<file path="config.mk">
export PLATFORM = sky130hd
export DESIGN_NAME = ysyx_23060240_axi_rd_arbiter
export DESIGN_NICKNAME = d
export VERILOG_FILES = /design/src/rtl/ysyx_23060240_axi_rd_arbiter.sv
export SDC_FILE = /design/constraint.sdc
export NUM_CORES = 1
export LEC_CHECK = 0
export CAP_MARGIN = 0
export CORE_AREA = 8 8 114 95
export CTS_CLUSTER_SIZE = 28
export DETAILED_ROUTE_END_ITERATION = 8
export DIE_AREA = 0 0 122 103
export PLACE_DENSITY = 0.74
export SLEW_MARGIN = 20
export SYNTH_ARGS = -nofsm -noshare
export SYNTH_HDL_FRONTEND = slang
export SYNTH_SLANG_ARGS = --single-unit
</file>
<file path="constraint.sdc">
create_clock -name clk -period 3.8 [get_ports clk]
set_input_delay 0.76 -clock clk [delete_from_list [all_inputs] [get_ports clk]]
set_output_delay 0.76 -clock clk [all_outputs]
set_load 0.1 [all_outputs]
</file>
<file path="src/rtl/ysyx_23060240_axi_rd_arbiter.sv">
// 2:1 AXI4-Lite read-channel arbiter sharing one SRAM read port between IFU (m0) and LSU (m1).
// One transaction in flight; round-robin on ties, arbitration only while idle.
module ysyx_23060240_axi_rd_arbiter #(
    parameter int ADDR_W = 32,
    parameter int DATA_W = 32
) (
    input  logic              clk,
    input  logic              rst,

    input  logic [ADDR_W-1:0] m0_araddr,
    input  logic              m0_arvalid,
    output logic              m0_arready,
    output logic [DATA_W-1:0] m0_rdata,
    output logic [1:0]        m0_rresp,
    output logic              m0_rvalid,
    input  logic              m0_rready,

    input  logic [ADDR_W-1:0] m1_araddr,
    input  logic              m1_arvalid,
    output logic              m1_arready,
    output logic [DATA_W-1:0] m1_rdata,
    output logic [1:0]        m1_rresp,
    output logic              m1_rvalid,
    input  logic              m1_rready,

    output logic [ADDR_W-1:0] s_araddr,
    output logic              s_arvalid,
    input  logic              s_arready,
    input  logic [DATA_W-1:0] s_rdata,
    input  logic [1:0]        s_rresp,
    input  logic              s_rvalid,
    output logic              s_rready,

    output logic [1:0]        gnt
);

    typedef enum logic [1:0] {
        IDLE = 2'd0,
        ADDR = 2'd1,
        DATA = 2'd2
    } state_e;

    state_e            state_q, state_d;
    logic [1:0]        gnt_q, gnt_d;
    logic              last_gnt_q, last_gnt_d;   // 0 = m0 won last, 1 = m1 won last
    logic [ADDR_W-1:0] addr_q, addr_d;
    logic              pick_m0, pick_m1;

    always_ff @(posedge clk or negedge rst) begin
        if (!rst) begin
            state_q    <= IDLE;
            gnt_q      <= 2'b00;
            last_gnt_q <= 1'b0;
            addr_q     <= '0;
        end else begin
            state_q    <= state_d;
            gnt_q      <= gnt_d;
            last_gnt_q <= last_gnt_d;
            addr_q     <= addr_d;
        end
    end

    // m1 wins a tie only when m0 was the previous winner
    assign pick_m1 = m1_arvalid && (!m0_arvalid || !last_gnt_q);
    assign pick_m0 = m0_arvalid && !pick_m1;
    assign gnt     = gnt_q;

    always_comb begin
        state_d    = state_q;
        gnt_d      = gnt_q;
        last_gnt_d = last_gnt_q;
        addr_d     = addr_q;
        m0_arready = 1'b0;
        m1_arready = 1'b0;
        m0_rdata   = '0;
        m0_rresp   = 2'b00;
        m0_rvalid  = 1'b0;
        m1_rdata   = '0;
        m1_rresp   = 2'b00;
        m1_rvalid  = 1'b0;
        s_araddr   = addr_q;
        s_arvalid  = 1'b0;
        s_rready   = 1'b0;

        case (state_q)
            IDLE: begin
                m0_arready = pick_m0;
                m1_arready = pick_m1;
                if (pick_m0 || pick_m1) begin
                    addr_d     = pick_m1 ? m1_araddr : m0_araddr;
                    gnt_d      = {pick_m1, pick_m0};
                    last_gnt_d = pick_m1;
                    state_d    = ADDR;
                end
            end
            ADDR: begin
                s_arvalid = 1'b1;
                if (s_arready) begin
                    state_d = DATA;
                end
            end
            DATA: begin
                if (gnt_q[0]) begin
                    m0_rvalid = s_rvalid;
                    m0_rdata  = s_rdata;
                    m0_rresp  = s_rresp;
                    s_rready  = m0_rready;
                end else if (gnt_q[1]) begin
                    m1_rvalid = s_rvalid;
                    m1_rdata  = s_rdata;
                    m1_rresp  = s_rresp;
                    s_rready  = m1_rready;
                end
                if (s_rvalid && s_rready) begin
                    state_d = IDLE;
                    gnt_d   = 2'b00;
                end
            end
            default: begin
                state_d = IDLE;
                gnt_d   = 2'b00;
            end
        endcase
    end

endmodule

</file>
* After elaboration in Yosys (flattened, before gate mapping)
Index checks and enable logic that the tools add are counted.
** Cells by class
- Multiplexer cells :: 29
- Bitwise logic cells :: 1
- Equal/unequal tests :: 5
- Reduce and logical (&&, ||, !) cells :: 12
** Operators with widths (number)
- 32-bit two-way mux :: 6
- 2-bit two-way mux :: 9
- 1-bit two-way mux :: 12
- 2-bit case mux with 3 select lines :: 2
- 2-bit != test (second input constant) :: 3
- 3-bit AND reduction :: 2
- 1-bit logical AND :: 3
- 1-bit zero test :: 3
- 2-bit by 1-bit equality test with 1-bit output (second input constant) :: 1
- 2-bit equality test (second input constant) :: 1
- 2-bit zero test :: 1
- 1-bit logical OR :: 2
- 2-bit AND reduction :: 1
- 1-bit inverter :: 1
** Storage, ports and cells
- Register bits after elaboration :: 37
- Logic and storage cells :: 51

* Logic depth before layout (Yosys ltp)
- Depth after elaboration :: 8
- Gate-level depth with buffers :: 4
- Gate-level depth less buffers :: 3

* Worst setup path before layout
OpenSTA, ideal clock, no wires.
- Kind :: reg2out
- Start :: reg gnt_q[1] (netlist: gnt[1])
- End :: out s_rready
- Arrival time :: 2.611 ns
- Setup slack :: 0.429 ns
- Required time :: 3.040 ns
- Buffers on the path :: 0
- Stages on the path, launching flop included :: 3
- Cell sequence :: dfrtp_1 -> nand3_1 -> a21oi_1
** Between the ends
- Word-level cells in the longest chain between the ends :: 4
** Ends and longest elaborated chain
- start, declared :: RTL line 44 : logic [1:0] gnt_q, gnt_d;
- start signal, assigned :: RTL line 57 : gnt_q <= gnt_d;
- 1-bit two-way mux :: RTL line 108 : end else if (gnt_q[1]) begin
- 1-bit two-way mux :: RTL line 103 : if (gnt_q[0]) begin
- 1-bit two-way mux (2 in series) :: RTL line 85 : case (state_q)
- end, declared :: RTL line 32 : output logic s_rready,
No other way between the ends. The select of a mux whose other input is x is not followed.

* Worst setup path after layout
- Start :: reg state_q[1]
- End :: out m0_rdata[28]
** Between the ends
- Word-level cells in the longest chain between the ends :: 2
** Ends and longest elaborated chain
- start, declared :: RTL line 43 : state_e state_q, state_d;
- start signal, assigned :: RTL line 56 : state_q <= state_d;
- 2-bit equality test :: RTL line 85
- 32-bit two-way mux :: RTL line 85
- end, declared :: RTL line 13 : output logic [DATA_W-1:0] m0_rdata,
No other way between the ends.

==> flow_summary_export.csv <==
group,metric,value,unit
floorplan,dieArea,0.0126,mm^2
critical_path,crit_required,3.04,ns
synth,synth_seq_cells,37,
critical_path,endpoint_kind,"output pin",
critical_path,critPathTopFamily,"simple AND/OR/NAND/NOR gates",
clocking,cts_resized,0,
finish,multi_input_area,0.00157,mm^2
drt,routed_wl,9130,um
drt,routed_via_density,4.27,
floorplan,num_rows,31,
finish,drive_above_1_share,35.8,%
critical_path,worst_path_largest_cell_delay,0.85,ns
timing,finalCritPeriodShare,77.3,%
worst_hold_path,hp-class,"reg -> reg",
clocking,cts_max_level,2,
critical_path,cp_max_fo,36,
timing,skew,0.0109,ns
timing,fin_crit,2.94,ns
clocking,clock_path_buffers,2,
finish,antenna_cells,0,
clocking,root_buffer,"clkbuf_8",
synth,ys_seq_area_share,35.5,%
synth,async_flop_share,100,%
pwr,vdd_drop_max,0.643,mV
outcome,outcome,"finished, final reports clean",
clocking,cts.clk_slew.worst_paths,0.08,ns
clocking,worstSkewPairLatency,0.29,ns
finish,final-seq-area,926,um^2
global_route,grt_pass1_wl,13700,um
placement,dp.final_hpwl,7640,um
synth,yosys-top-cells-area,"dfrtp_1 36%, mux2_4 33%, and2_1 17%",
timing,rsz0062_at_grt,"no",
clocking,tritoncts,"done",
synth,yosysMostFrequentCell,"and2_1",
critical_path,path_depth,3,
synth,yosysUniqueCellTypes,24,
synth,syn_inst,218,
floorplan,pin_count,214,
critical_path,cp_num_buf_inv,1,
critical_path,crit_type,"reg -> out",
floorplan,die_width,122,um
drt,post-route-drc-count,0,
synth,synth-edff-count,0,
drt,drt_iter0_drc,52,
timing,final.setup.tns,0,ns
timing,slew_headroom,31.5,%
clocking,holdBufCountCts,0,
synth,synth_top_area_cell,"dfrtp_1",
floorplan,die_h,103,um
finish,final_cell_count_no_fill,545,
synth,syn_area,0.00261,mm^2
timing,hold_viol,0,
global_route,grt_overflow,0,
timing,fmax,341,MHz
synth,syn-num-nets,324,
floorplan,start_util,29.3,%
global_route,grt_max_degree,38,
clocking,cts-buffers-inserted,5,
finish,syn_to_final_growth,83.1,%
finish,n_fill_cell,797,
critical_path,path_cells,"and3b_1 > and2_1 > buf_4",
global_route,grt_pass1_vias,2543,
placement,portBuffers,213,
synth,synth.avg_cell_area,12.0,um^2
synth,synth-main-ff-cell,"dfrtp_1",
global_route,antenna_found_initial,0,
clocking,clock_sinks,37,
drt,antenna_left,0,
placement,dp_cells,537,
timing,setup-violations-final,0,
synth,yosys_warnings,0,
synth,ys_top_cells_by_count,"70 x and2_1, 58 x mux2_4, 37 x dfrtp_1",
drt,wl_per_cell,16.7,um
drt,drtPass1Iterations,3,
placement,gp_congestion,0.745,
critical_path,r2r_setup_slack,1.97,ns
floorplan,core_area,0.00888,mm^2
finish,final_net_count,535,
timing,worst_pin_slew,1.02,ns
clocking,post_cts_buffers,0,
critical_path,worstRegToRegCells,4,
critical_path,startpoint_type,"register",
worst_hold_path,whs_path_depth,1,
global_route,track_usage,13.8,%
critical_path,crit_arrival,2.18,ns
synth,synthDominantCellAreaShare,35.5,%
job,cap_viol_max_count,0,
timing,slew_violations,0,
drt,num_vias,2329,
pwr,p_per_area,943,mW/mm^2
critical_path,critical-path-slowest-cell,"and3b_1",
pwr,p_leak,2.24,nW
[routing by layer]
layer  up-vias  global-route usage, %  part of all wire (%)
met2        92                   25.5                    52
met5         -                      0                     0
li1       1150                      -                     -
met3         6                   4.93                   8.5
met4         0                   2.74                  0.76
met1      1081                   15.0                    38
[kinds of logic (layout without fill, tap and decap cells)]
group           after synthesis  count (layout)  share of synthesized area (%)
compound gates               11              11                           3.17
buf+inv                      17             229                           4.37
flops                        37              37                           35.5
mux                          64              64                           36.0
simple gates                 89              89                           20.9
[sequential cells by signal (all words and copies together) (netlist names)]
name / cells
gnt: 2
state_q: 2
last_gnt_q: 1
s_araddr: 32
[final timing paths]
check | endpoint | start
min in group asynchronous | s_araddr[29] | rst
setup reg to reg | s_araddr[30] | last_gnt_q
hold / removal | s_araddr[10] | s_araddr[10]
hold reg to reg | s_araddr[10] | s_araddr[10]
setup / recovery | m0_rdata[28] | state_q[1]
max in group asynchronous | state_q[1] | rst
[area by class of cell]
type,count,share of cell area (%)
clock buffer,5,1.44
clock inverter,3,1.44
inverter,4,0.315
multi-input combinational,164,32.8
sequential,37,19.4
tap,115,3.01
timing repair buffer,217,41.6
[metrics by stage]
| stage | setup WS, ns | hold slack, ns | total power, mW | cell area, um^2 | utilization [%] |
|---|---|---|---|---|---|
| floorplan | 0.429 | 0.464 | 3.35 | 2610 | - |
| detailed placement | 1.01 | 0.492 | 4.11 | 4640 | 52.2 |
| global route | 0.663 | 0.534 | 4.67 | 4770 | 53.7 |
| global placement | 1.06 | 0.495 | 4.09 | 4640 | 52.2 |
| CTS | 0.821 | 0.519 | 4.55 | 4770 | 53.7 |
| finish | 0.864 | 0.512 | 4.50 | 4770 | 53.7 |
[report_power, final]
group | total, mW | internal [mW] | switching, mW
Sequential | 0.742 | 0.597 | 0.145
Clock | 0.418 | 0.264 | 0.154
Combinational | 3.34 | 0.976 | 2.36
[cell usage in the layout, fill, tap and decap left out, types with 4 or more instances in the layout]
master	synthesis	layout
mux2_2	6	6
clkdlybuf4s50_1	0	138
clkbuf_8	0	5
dfrtp_1	37	37
inv_1	4	4
mux2_4	58	58
nand2_1	5	5
and2_1	70	70
buf_4	0	77
(Power assumes the default switching activity.)
